`config.mk`:
```
export PLATFORM = sky130hd
export DESIGN_NAME = sha256_round_rewind
export DESIGN_NICKNAME = d
export VERILOG_FILES = /design/src/rtl/sha256_round_rewind.sv
export SDC_FILE = /design/constraint.sdc
export NUM_CORES = 2
export LEC_CHECK = 0
export CAP_MARGIN = 25
export CORE_AREA = 2 2 404 406
export DETAILED_ROUTE_END_ITERATION = 12
export DIE_AREA = 0 0 406 408
export PLACE_DENSITY = 0.66
export SETUP_SLACK_MARGIN = 0.4
export SYNTH_ARGS = -nofsm -noshare
export SYNTH_HDL_FRONTEND = slang
export SYNTH_SLANG_ARGS = --single-unit
```
`constraint.sdc`:
```
create_clock -name clk -period 7.5 [get_ports clk]
set_input_delay 1.5 -clock clk [delete_from_list [all_inputs] [get_ports clk]]
set_output_delay 1.5 -clock clk [all_outputs]
set_load 0.005 [all_outputs]
```
`src/rtl/sha256_round_rewind.sv`:
```
// sha256_round_rewind
//   Iterative SHA-256 round inverter. Starting from the working state after
//   end_round rounds and the 16 most recent schedule words, undoes one round
//   per clock back to stop_round, regenerating older schedule words by running
//   the message-schedule recurrence backwards.
//
//   Optional feature macro: SHA256_REWIND_ARGCHK_EN (start argument checking;
//   rejected starts pulse err). Undefined: err is always 0, every start accepted.
//
// Ports
//   clk          system clock, rising edge
//   rst          synchronous active-high reset
//   start        request, sampled when idle (also in the done cycle)
//   state_in     {a,b,c,d,e,f,g,h} after end_round rounds, a in [255:224]
//   w_window_in  slot j = [511-32j -: 32] = W[end_round-1-j]
//   end_round    rounds already applied (0..64)
//   stop_round   target round count (0..end_round)
//   busy         engine occupied
//   done         one-cycle completion pulse
//   state_out    working-state register; result held after done
//   err          one-cycle pulse on a rejected start
module sha256_round_rewind (
   input  logic         clk,
   input  logic         rst,
   input  logic         start,
   input  logic [255:0] state_in,
   input  logic [511:0] w_window_in,
   input  logic [6:0]   end_round,
   input  logic [6:0]   stop_round,
   output logic         busy,
   output logic         done,
   output logic [255:0] state_out,
   output logic         err
);

   localparam int unsigned WORD_W = 32;
   localparam int unsigned SLOTS  = 16;
   localparam int unsigned CNT_W  = 7;

   localparam logic [WORD_W-1:0] K_TAB [64] = '{
      32'h428a2f98, 32'h71374491, 32'hb5c0fbcf, 32'he9b5dba5, 32'h3956c25b, 32'h59f111f1, 32'h923f82a4, 32'hab1c5ed5,
      32'hd807aa98, 32'h12835b01, 32'h243185be, 32'h550c7dc3, 32'h72be5d74, 32'h80deb1fe, 32'h9bdc06a7, 32'hc19bf174,
      32'he49b69c1, 32'hefbe4786, 32'h0fc19dc6, 32'h240ca1cc, 32'h2de92c6f, 32'h4a7484aa, 32'h5cb0a9dc, 32'h76f988da,
      32'h983e5152, 32'ha831c66d, 32'hb00327c8, 32'hbf597fc7, 32'hc6e00bf3, 32'hd5a79147, 32'h06ca6351, 32'h14292967,
      32'h27b70a85, 32'h2e1b2138, 32'h4d2c6dfc, 32'h53380d13, 32'h650a7354, 32'h766a0abb, 32'h81c2c92e, 32'h92722c85,
      32'ha2bfe8a1, 32'ha81a664b, 32'hc24b8b70, 32'hc76c51a3, 32'hd192e819, 32'hd6990624, 32'hf40e3585, 32'h106aa070,
      32'h19a4c116, 32'h1e376c08, 32'h2748774c, 32'h34b0bcb5, 32'h391c0cb3, 32'h4ed8aa4a, 32'h5b9cca4f, 32'h682e6ff3,
      32'h748f82ee, 32'h78a5636f, 32'h84c87814, 32'h8cc70208, 32'h90befffa, 32'ha4506ceb, 32'hbef9a3f7, 32'hc67178f2
   };

   typedef enum logic [1:0] {S_IDLE, S_RUN, S_DONE} state_t;

   function automatic logic [WORD_W-1:0] rotr(input logic [WORD_W-1:0] x, input int unsigned n);
      return (x >> n) | (x << (WORD_W - n));
   endfunction

   function automatic logic [WORD_W-1:0] big_sig0(input logic [WORD_W-1:0] x);
      return rotr(x, 2) ^ rotr(x, 13) ^ rotr(x, 22);
   endfunction

   function automatic logic [WORD_W-1:0] big_sig1(input logic [WORD_W-1:0] x);
      return rotr(x, 6) ^ rotr(x, 11) ^ rotr(x, 25);
   endfunction

   function automatic logic [WORD_W-1:0] small_sig0(input logic [WORD_W-1:0] x);
      return rotr(x, 7) ^ rotr(x, 18) ^ (x >> 3);
   endfunction

   function automatic logic [WORD_W-1:0] small_sig1(input logic [WORD_W-1:0] x);
      return rotr(x, 17) ^ rotr(x, 19) ^ (x >> 10);
   endfunction

   state_t             state_q, state_d;
   logic [WORD_W-1:0]  win_q [SLOTS];
   logic [WORD_W-1:0]  win_d [SLOTS];
   logic [CNT_W-1:0]   cur_q, cur_d;
   logic [CNT_W-1:0]   n_q, n_d;
   logic [255:0]       work_d;
   logic               busy_d, done_d, err_d;

   // Argument check for incoming starts
   logic bad_args_c;
`ifdef SHA256_REWIND_ARGCHK_EN
   assign bad_args_c = (end_round > 7'd64) || (stop_round > end_round);
`else
   assign bad_args_c = 1'b0;
`endif

   // One inverse round on the current working state
   logic [WORD_W-1:0] a_p, b_p, c_p, d_p, e_p, f_p, g_p, h_p;
   logic [WORD_W-1:0] na_c, nb_c, nc_c, nd_c, ne_c, nf_c, ng_c, nh_c;
   logic [WORD_W-1:0] t1_c, t2_c, k_c, w_old_c;
   logic [CNT_W-1:0]  r_c;

   always_comb begin
      {a_p, b_p, c_p, d_p, e_p, f_p, g_p, h_p} = state_out;
      r_c  = cur_q - 7'd1;
      k_c  = K_TAB[r_c[5:0]];
      na_c = b_p;
      nb_c = c_p;
      nc_c = d_p;
      ne_c = f_p;
      nf_c = g_p;
      ng_c = h_p;
      t2_c = big_sig0(na_c) + ((na_c & nb_c) ^ (na_c & nc_c) ^ (nb_c & nc_c));
      t1_c = a_p - t2_c;
      nd_c = e_p - t1_c;
      nh_c = t1_c - big_sig1(ne_c) - ((ne_c & nf_c) ^ (~ne_c & ng_c)) - k_c - win_q[0];
      // W[r-16] recovered from the forward recurrence using pre-shift slots
      w_old_c = win_q[0] - small_sig1(win_q[2]) - win_q[7] - small_sig0(win_q[15]);
   end

   // Next-state and datapath control
   always_comb begin
      state_d = state_q;
      work_d  = state_out;
      win_d   = win_q;
      cur_d   = cur_q;
      n_d     = n_q;
      busy_d  = 1'b0;
      done_d  = 1'b0;
      err_d   = 1'b0;
      case (state_q)
         S_IDLE, S_DONE: begin
            state_d = S_IDLE;
            if (start) begin
               if (bad_args_c) begin
                  err_d = 1'b1;
               end else begin
                  work_d = state_in;
                  for (int j = 0; j < SLOTS; j++) begin
                     win_d[j] = w_window_in[511 - 32*j -: 32];
                  end
                  cur_d   = end_round;
                  n_d     = end_round - stop_round;
                  state_d = S_RUN;
                  busy_d  = 1'b1;
               end
            end
         end
         S_RUN: begin
            if (n_q == '0) begin
               state_d = S_DONE;
               done_d  = 1'b1;
            end else begin
               work_d = {na_c, nb_c, nc_c, nd_c, ne_c, nf_c, ng_c, nh_c};
               for (int j = 0; j < SLOTS - 1; j++) begin
                  win_d[j] = win_q[j+1];
               end
               win_d[SLOTS-1] = (r_c < 7'd16) ? '0 : w_old_c;
               cur_d  = cur_q - 7'd1;
               n_d    = n_q - 7'd1;
               busy_d = 1'b1;
            end
         end
         default: state_d = S_IDLE;
      endcase
   end

   // State and output registers
   always_ff @(posedge clk) begin
      if (rst) begin
         state_q   <= S_IDLE;
         state_out <= '0;
         for (int j = 0; j < SLOTS; j++) begin
            win_q[j] <= '0;
         end
         cur_q <= '0;
         n_q   <= '0;
         busy  <= 1'b0;
         done  <= 1'b0;
         err   <= 1'b0;
      end else begin
         state_q   <= state_d;
         state_out <= work_d;
         win_q     <= win_d;
         cur_q     <= cur_d;
         n_q       <= n_d;
         busy      <= busy_d;
         done      <= done_d;
         err       <= err_d;
      end
   end

endmodule

```
==> impl_metrics.csv <==
group,metric,value,unit
status,status,"completed",
routing,routed_wl,272,mm
cts,cts_hold_buf,0,
sta,rsz0062_at_grt,"true",
routing,wl_per_cell,27.8,microns
flow_run,timing.max_cap.violations,0,
sta,finalHoldViolCount,0,
floorplanning,die_area,0.166,sq mm
worst_setup_path,worstSetupEndpointType,"register",
hold_path,hp-class,"register to register",
floorplanning,coreArea,0.162,sq mm
cts,clk_latency,800,ps
worst_setup_path,r2r-start,"cur_q[2]$_SDFFE_PP0P_",
sta,period_minus_slack,6870,ps
cells_and_area,n_fill_cell,16609,
cts,path_clk_slew,60,ps
floorplanning,rows,148,
yosys,syn_inst,6726,
cells_and_area,nets,8645,
yosys,synth.area.mux_share,0.787,%
sta,max-slew-margin-rel,27.0,%
cells_and_area,drive_above_1_share,6.43,%
sta,whs,442,ps
cts,clk_path_buf_depth,3,
yosys,ys.flop_type,"dfxtp_1",
routing,dr_total_vias,54325,
yosys,synth-simple-area-share,21.4,%
yosys,synth_top_family_by_area,"compound AO/OA/AOI/OAI gates",
routing,ant_nets,0,
yosys,synth_seq_cells,786,
yosys,synthTopCellsByArea,"dfxtp_1 (31%), a311oi_1 (12%), nand2_1 (12%)",
sta,setup_viol,0,
yosys,synthAdderAreaFrac,11.8,%
cells_and_area,area_growth,32.9,%
routing,drcViolationCount,0,
yosys,synth-edff-count,0,
cts,root_buffer,"clkbuf_16",
yosys,syn-num-nets,7854,
worst_setup_path,crit_type,"register to register",
sta,tightest_slew,1100,ps
placed_design,dp_hpwl,215,mm
routing,vias_per_cell,5.53,
yosys,async_flop_share,0,%
routing,drt_pass1_iterations,6,
yosys,synth_compound_area_share,21.6,%
placed_design,port_buffers,1042,
global_route,grt_pass1_wl,377,mm
yosys,synth_largest_area_cell,"dfxtp_1",
floorplanning,dieHeight,408,microns
sta,clock-skew-final,104,ps
hold_path,hold_path_depth,2,
cts,cts_tree,"built",
placed_design,gp_congestion,0.976,
global_route,grt.total_usage,31.4,%
yosys,yosysTopAreaCellShare,30.9,%
sta,tns,0,ps
worst_setup_path,rrSetupSlack,630,ps
yosys,syn_area,0.0509,sq mm
cts,cts_max_level,3,
sta,period_share,91.5,%
hold_path,holdPathEnd,"win_q[495]$_SDFFE_PP0P_",
worst_setup_path,path_max_fanout,7,
worst_setup_path,cp-start-kind,"register",
yosys,synth_most_common_cell,"nand2_1",
worst_setup_path,rr_worst_depth,27,
hold_path,hp-start,"win_q[463]$_SDFFE_PP0P_",
global_route,grt_pass1_vias,50865,
floorplanning,start_util,31.5,%
yosys,synth_common_cells,"nand2_1 (1,586), nor2_1 (918), dfxtp_1 (786)",
sta,fmax,146,MHz
cts,clock_sinks,786,
yosys,synth.avg_cell_area,7.57,sq um
sta,slew_viol_final,0,
yosys,ys_warn_count,0,
cts,cts_buffers,96,
worst_setup_path,cp.required,8170,ps
yosys,synthDistinctLibCells,83,
global_route,grt_max_degree,233,
floorplanning,die_width,406,microns
global_route,antenna_found_initial,89,
worst_setup_path,arrival,7530,ps
global_route,overflow,0,
worst_setup_path,reg2reg_to,"state_out[31]$_SDFFE_PP0P_",
routing,drt-initial-drc-count,6157,
yosys,synth_seq_area_share,30.9,%
floorplanning,ios,1044,
yosys,synth-xor-area-share,6.39,%
critical path, cell delays in order (launching register included):
cell and delay, ps:
dfxtp_1 400, inv_2 150, nand2_1 80, or4_1 600, xor2_4 410, buf_4 230, a21oi_1 60, a311oi_2 330
buf_4 190, a21oi_1 50, buf_4 150, fa_1 490, fa_1 490, inv_1 50, fa_1 450, ha_1 340
o21a_1 130, o21a_1 120, o21ai_0 140, or4_4 530, a211oi_2 210, buf_4 180, a31o_2 220, o41ai_2 70
buf_4 150, o31ai_2 220, xnor3_1 250, o22ai_2 120
what timing repair did:
item | CTS | global route
buffers inserted | 0 | 10
setup endpoints to repair | 2 | 19
pin swaps | 0 | 5
cloned | 0 | 0
gates resized for setup | 1 | 19
state kept, by name (all words and copies together), names as in the netlist:
signal / cells
state_out: 256
n_q: 7
busy: 1
win_q: 512
state_q: 2
done: 1
cur_q: 7
how the worst max path moves through the flow:
| stage | cells after the start | start | to | slack [ps] |
|---|---|---|---|---|
| after floorplan | 27 | cur_q[0]$_SDFFE_PP0P_ | state_out[30]$_SDFFE_PP0P_ | 430 |
| after global placement | 29 | cur_q[0]$_SDFFE_PP0P_ | state_out[31]$_SDFFE_PP0P_ | 560 |
| after detailed placement | 29 | state_out[205]$_SDFFE_PP0P_ | state_out[27]$_SDFFE_PP0P_ | 410 |
| after CTS | 29 | state_out[205]$_SDFFE_PP0P_ | state_out[27]$_SDFFE_PP0P_ | 480 |
| after global routing | 32 | state_out[205]$_SDFFE_PP0P_ | state_out[27]$_SDFFE_PP0P_ | 380 |
| final | 27 | cur_q[2]$_SDFFE_PP0P_ | state_out[31]$_SDFFE_PP0P_ | 630 |
cell type report:
cell class / count / area, sq um / share of cell area, %
antenna: 49 / 123 / 0.181
inverter: 321 / 1210 / 1.79
timing repair buffer: 1325 / 12900 / 19.1
sequential: 786 / 15700 / 23.3
clock inverter: 31 / 415 / 0.614
clock buffer: 141 / 2730 / 4.04
tap: 2175 / 2720 / 4.02
multi-input combinational: 4987 / 31800 / 47.0
cells by family after synthesis:
family	after synthesis
compound gates	1447
xor+xnor	367
fa+ha+maj	374
buf+inv	953
flops	786
mux	37
other cells	1
simple gates	2761
per-stage QoR:
step	instance area (sq um)	setup WS [ps]	instances	utilization [%]
floorplan	50900	431	6726	-
global placement	64200	563	9583	39.7
detailed placement	64200	408	9583	39.7
CTS	67300	479	9755	41.7
global route	67600	377	9799	41.8
finish	67600	634	9815	41.8
cells in the final DEF, fill, tap and decap left out, types with 13 or more instances in the layout:
cell / instances
nand2_1: 1586
nor2_1: 918
a311oi_1: 718
clkbuf_8: 16
fa_1: 188
and3_1: 13
nand3_1: 63
maj3_1: 31
nor2b_1: 20
nor3_1: 67
clkbuf_1: 29
o21ai_0: 151
buf_12: 26
o22ai_1: 14
o211ai_1: 35
a211oi_1: 59
mux2_2: 14
a21oi_1: 203
xnor2_1: 293
ha_1: 154
mux2i_1: 22
o21a_1: 31
xor2_1: 65
a31oi_1: 30
diode_2: 49
dfxtp_1: 784
a221oi_1: 25
clkbuf_16: 96
inv_1: 318
a21o_1: 58
o21bai_1: 14
buf_4: 255
clkdlybuf4s50_1: 1041
nand2b_1: 17
per-layer routing:
layer,part of all wire (%),wire length (microns),up-vias,GRT usage [%]
li1,-,-,24786,-
met1,40,110000,26482,39.7
met2,46,126000,2485,50.6
met3,8.6,23400,526,7.30
met4,4.7,12900,46,14.4
met5,0.11,308,-,0
Power is not shown: default switching activity piles up to over one toggle a cycle in this logic, so the estimate is an artifact.
